File: src/rtl/core_pkg.sv
// Shared core definitions: datapath widths, load funct3 codes and the
// writeback FSM state type.
package core_pkg;

    localparam int unsigned DATA_WIDTH    = 32;
    localparam int unsigned RF_ADDR_WIDTH = 5;

    // Bytes per data word; the load byte offset is taken modulo this.
    localparam int unsigned DATA_BYTES = DATA_WIDTH / 8;

    // Load funct3 encodings.
    localparam logic [2:0] LB  = 3'b000;
    localparam logic [2:0] LH  = 3'b001;
    localparam logic [2:0] LW  = 3'b010;
    localparam logic [2:0] LD  = 3'b011;
    localparam logic [2:0] LBU = 3'b100;
    localparam logic [2:0] LHU = 3'b101;
    localparam logic [2:0] LWU = 3'b110;

    typedef enum logic {
        WB_IDLE,
        WB_WAIT_LOAD
    } wb_state_t;

endpackage

File: src/rtl/load_align.sv
// Load data aligner: picks the byte/halfword/word addressed by the low address
// bits out of a data-memory word and sign- or zero-extends it.
//   rdata_i    data-memory response word
//   funct3_i   load size/sign code
//   offset_i   low address bits (truncated to the word's byte-offset range)
//   ext_data_o aligned, extended result (0 for unsupported codes)
module load_align
    import core_pkg::*;
(
    input  logic [DATA_WIDTH-1:0] rdata_i,
    input  logic [2:0]            funct3_i,
    input  logic [2:0]            offset_i,
    output logic [DATA_WIDTH-1:0] ext_data_o
);

    logic [2:0]            off;
    logic [2:0]            off_h;
    logic [2:0]            off_w;
    logic [DATA_WIDTH-1:0] byte_w;
    logic [DATA_WIDTH-1:0] half_w;
    logic [DATA_WIDTH-1:0] word_w;

    always_comb begin
        // Misaligned accesses never reach here; just drop bits above the word.
        off    = offset_i & 3'(DATA_BYTES - 1);
        off_h  = off & 3'b110;
        off_w  = off & 3'b100;
        byte_w = rdata_i >> {off, 3'b000};
        half_w = rdata_i >> {off_h, 3'b000};
        word_w = rdata_i >> {off_w, 3'b000};

        ext_data_o = '0;
        case (funct3_i)
            LB:  ext_data_o = DATA_WIDTH'($signed(byte_w[7:0]));
            LBU: ext_data_o = DATA_WIDTH'(byte_w[7:0]);
            LH:  ext_data_o = DATA_WIDTH'($signed(half_w[15:0]));
            LHU: ext_data_o = DATA_WIDTH'(half_w[15:0]);
            LW:  ext_data_o = DATA_WIDTH'($signed(word_w[31:0]));
            LWU: begin
                if (DATA_WIDTH == 64) ext_data_o = DATA_WIDTH'(word_w[31:0]);
            end
            LD: begin
                if (DATA_WIDTH == 64) ext_data_o = rdata_i;
            end
            default: ext_data_o = '0;
        endcase
    end

endmodule

File: src/rtl/writeback.sv
// Writeback stage: final pipeline stage ahead of the GPR write port.
// Accepts completed instructions over valid/ready, waits for the data-memory
// response on loads, and issues a registered one-cycle GPR write request.
//   clk_i, rstn_i        clock, asynchronous active-low reset
//   valid_i / ready_o    handshake from the memory stage
//   rd_i, exe_data_i     destination register and non-load result
//   is_load_i, funct3_i, addr_lsb_i   load descriptor
//   rdata_valid_i, rdata_i            data-memory response
//   wb_valid_o, rd_o, rd_data_o       GPR write request (pulse)
//   instret_o            retired-instruction counter (wraps)
module writeback
    import core_pkg::*;
#(
    parameter int unsigned INSTRET_WIDTH = 64
) (
    input  logic                     clk_i,
    input  logic                     rstn_i,
    input  logic                     valid_i,
    output logic                     ready_o,
    input  logic [RF_ADDR_WIDTH-1:0] rd_i,
    input  logic [DATA_WIDTH-1:0]    exe_data_i,
    input  logic                     is_load_i,
    input  logic [2:0]               funct3_i,
    input  logic [2:0]               addr_lsb_i,
    input  logic                     rdata_valid_i,
    input  logic [DATA_WIDTH-1:0]    rdata_i,
    output logic                     wb_valid_o,
    output logic [RF_ADDR_WIDTH-1:0] rd_o,
    output logic [DATA_WIDTH-1:0]    rd_data_o,
    output logic [INSTRET_WIDTH-1:0] instret_o
);

    wb_state_t                state_q;
    logic [RF_ADDR_WIDTH-1:0] ld_rd_q;
    logic [2:0]               ld_funct3_q;
    logic [2:0]               ld_off_q;
    logic                     wb_valid_q;
    logic [RF_ADDR_WIDTH-1:0] rd_q;
    logic [DATA_WIDTH-1:0]    rd_data_q;
    logic [INSTRET_WIDTH-1:0] instret_q;
    logic [DATA_WIDTH-1:0]    ld_data;

    load_align u_load_align (
        .rdata_i    (rdata_i),
        .funct3_i   (ld_funct3_q),
        .offset_i   (ld_off_q),
        .ext_data_o (ld_data)
    );

    assign ready_o = (state_q == WB_IDLE);

    always_ff @(posedge clk_i or negedge rstn_i) begin
        if (!rstn_i) begin
            state_q     <= WB_IDLE;
            ld_rd_q     <= '0;
            ld_funct3_q <= '0;
            ld_off_q    <= '0;
            wb_valid_q  <= 1'b0;
            rd_q        <= '0;
            rd_data_q   <= '0;
            instret_q   <= '0;
        end else begin
            // Write request is a pulse; only a commit raises it.
            wb_valid_q <= 1'b0;
            case (state_q)
                WB_IDLE: begin
                    if (valid_i) begin
                        if (is_load_i) begin
                            ld_rd_q     <= rd_i;
                            ld_funct3_q <= funct3_i;
                            ld_off_q    <= addr_lsb_i;
                            state_q     <= WB_WAIT_LOAD;
                        end else begin
                            // x0 commits and counts but is never written.
                            wb_valid_q <= (rd_i != '0);
                            rd_q       <= rd_i;
                            rd_data_q  <= exe_data_i;
                            instret_q  <= instret_q + 1'b1;
                        end
                    end
                end
                WB_WAIT_LOAD: begin
                    if (rdata_valid_i) begin
                        wb_valid_q <= (ld_rd_q != '0);
                        rd_q       <= ld_rd_q;
                        rd_data_q  <= ld_data;
                        instret_q  <= instret_q + 1'b1;
                        state_q    <= WB_IDLE;
                    end
                end
                default: state_q <= WB_IDLE;
            endcase
        end
    end

    assign wb_valid_o = wb_valid_q;
    assign rd_o       = rd_q;
    assign rd_data_o  = rd_data_q;
    assign instret_o  = instret_q;

endmodule

File: config.mk
export PLATFORM = sky130hd
export DESIGN_NAME = writeback
export DESIGN_NICKNAME = d
export VERILOG_FILES = /design/src/rtl/core_pkg.sv /design/src/rtl/load_align.sv /design/src/rtl/writeback.sv
export SDC_FILE = /design/constraint.sdc
export NUM_CORES = 1
export LEC_CHECK = 0
export ABC_AREA = 1
export CAP_MARGIN = 10
export CORE_MARGIN = 3
export CORE_UTILIZATION = 55
export CTS_BUF_LIST = sky130_fd_sc_hd__clkbuf_8
export DETAILED_ROUTE_END_ITERATION = 12
export PLACE_DENSITY = 0.89
export REMOVE_ABC_BUFFERS = 1
export SYNTH_ARGS = -nofsm -noshare
export SYNTH_HDL_FRONTEND = slang
export SYNTH_HIERARCHICAL = 1
export SYNTH_SLANG_ARGS = --single-unit
export TNS_END_PERCENT = 50
File: constraint.sdc
create_clock -name clk_i -period 3.1 [get_ports clk_i]
set_input_delay 0.31 -clock clk_i [delete_from_list [all_inputs] [get_ports clk_i]]
set_output_delay 0.31 -clock clk_i [all_outputs]
set_load 0.01 [all_outputs]
==> impl_metrics.env <==
export IMPL_outcome="finished clean"
export IMPL_initial_utilization=0.567
export IMPL_tightest_slew_ns=0.716
export IMPL_grt_max_degree=78
export IMPL_netlist_instances=973
export IMPL_antennaDiodeCount=0
export IMPL_grtUsageTotal=0.294
export IMPL_layout_common_cells="343 x nand2_1, 180 x clkdlybuf4s50_1, 147 x nor2_1, 113 x dfrtp_1, 91 x inv_1"
export IMPL_finalSetupViolCount=0
export IMPL_hold_class="in2reg"
export IMPL_fp_dieW_um=118
export IMPL_antenna_found_initial=0
export IMPL_clock_skew_ns=0.0145
export IMPL_drv_cap=0
export IMPL_layout_min_cycle_time_ns=2.35
export IMPL_path_class="reg2out"
export IMPL_final_cells=1330
export IMPL_regArea_mm2=0.00283
export IMPL_required_ns=2.79
export IMPL_wire_per_inst_um=15.0
export IMPL_r2r_setup_slack_ns=0.87
export IMPL_nFillCells=937
export IMPL_finalHoldViolCount=0
export IMPL_postLayoutSetupSlackWorst_ns=0.751
export IMPL_numPortBuffers=181
export IMPL_overflow=0
export IMPL_ir_drop_v=0.000529
export IMPL_layout_commonest_cell="nand2_1"
export IMPL_cts_resized=0
export IMPL_max_clock_path_buffers=2
export IMPL_leakage_nw=4.17
export IMPL_fp_coreArea_mm2=0.0121
export IMPL_rsz0062_at_grt="no"
export IMPL_drive_gt1_frac=0.0697
export IMPL_cp_arrival_ns=2.04
export IMPL_drtPass1Iterations=5
export IMPL_drt_iter0_markers=529
export IMPL_cts_buffers=17
export IMPL_area_growth_pct=33.4
export IMPL_die_y_um=118
export IMPL_endpoint_kind="primary output"
export IMPL_nets=1232
export IMPL_grt_pass1_wl_um=32700
export IMPL_cellPowerDensity_mw_per_mm2=487
export IMPL_cts_sinks=113
export IMPL_vias=7030
export IMPL_ios=183
export IMPL_dp_cells=1299
export IMPL_finalInstanceArea_mm2=0.00915
export IMPL_finalCritPeriodShare=0.758
export IMPL_slew_violations=0
export IMPL_relSlewSlack=0.523
export IMPL_drt_total_wl_um=20000
export IMPL_clockRootBuffer="clkbuf_8"
export IMPL_route_detailed_drc=0
export IMPL_pre_cts_ws_ns=0.821
export IMPL_dpl_cell_area_mm2=0.00878
export IMPL_ant_nets=0
export IMPL_fmax_ghz=0.426
export IMPL_multi_input_area_mm2=0.00351
export IMPL_cts_clk_slew_worst_paths_ns=0.07
export IMPL_grt_pass1_vias=6818
export IMPL_syn_area_mm2=0.00686
export IMPL_cts_tree="yes"
export IMPL_cts_htree_levels=4
export IMPL_utilization=0.756
export IMPL_die_area_mm2=0.0139
export IMPL_ys_warn_count=6
export IMPL_core_rowCount=40
export IMPL_cp_start_kind="flop"
export IMPL_clk_latency_ns=0.44
export IMPL_gp_congestion=0.920
export IMPL_hold_ws_ns=0.427
export IMPL_syn_area_per_cell_um2=7.05
export IMPL_hpwl_um=15200
export IMPL_path_max_fanout=22
export IMPL_via_per_inst=5.29
-- report_power, final --
part | switching [mW] | total [mW] | internal [mW]
combinational | 0.675 | 1.31 | 0.637
sequential | 0.186 | 1.86 | 1.67
clock | 0.570 | 1.29 | 0.717
total | 1.43 | 4.46 | 3.03
-- sequential cells by signal, summed over array words and instances (netlist names) --
register / cells
instret_o: 64
rd_data_o: 32
ld_rd_q: 5
rd_o: 5
ld_funct3_q: 3
ld_off_q: 2
state_q: 1
wb_valid_o: 1
-- layout make-up --
| class | instances | area share |
|---|---|---|
| clock inverter | 8 | 0.00697 |
| sequential | 113 | 0.309 |
| timing repair buffer | 187 | 0.204 |
| tap | 168 | 0.0230 |
| inverter | 99 | 0.0406 |
| clock buffer | 22 | 0.0331 |
| multi-input combinational | 733 | 0.383 |
-- metrics by stage --
step	power, mW	setup TNS, ns
3_5_place_dp	3.18	0
3_3_place_gp	3.15	0
4_1_cts	4.48	0
6_report	4.46	0
5_1_grt	4.70	0
2_1_floorplan	2.50	-15.69
-- routing by layer --
metal,global-route usage,vias up,part of all wire
met1,0.344,3212,0.39
met3,0.100,62,0.097
met4,0.145,0,0.039
li1,-,3432,-
met2,0.482,324,0.48
met5,0,-,0
-- worst max-delay path, stage by stage, from the launching register on --
cell             delay, ns
dfrtp_1               0.38
inv_2                 0.29
buf_4                 0.33
clkdlybuf4s50_1       0.59
-- final timing paths --
kind | start | endpoint | depth (start not counted)
max | state_q$_DFF_PN0_ | ready_o | 3
min | exe_data_i[29] | rd_data_o[29]$_DFFE_PN0P_ | 3
max reg2reg | state_q$_DFF_PN0_ | instret_o[3]$_DFFE_PN0P_ | 6
min reg2reg | instret_o[62]$_DFFE_PN0P_ | instret_o[62]$_DFFE_PN0P_ | 2
max in group asynchronous | rstn_i | instret_o[62]$_DFFE_PN0P_ | 3
min in group asynchronous | rstn_i | instret_o[3]$_DFFE_PN0P_ | 2
-- repair_timing --
action,4_1_cts,5_1_grt
hold endpoints to repair,52,0
hold buffers,1,0
buffers inserted,0,0
No activity file was read; power rests on OpenSTA's default activity.
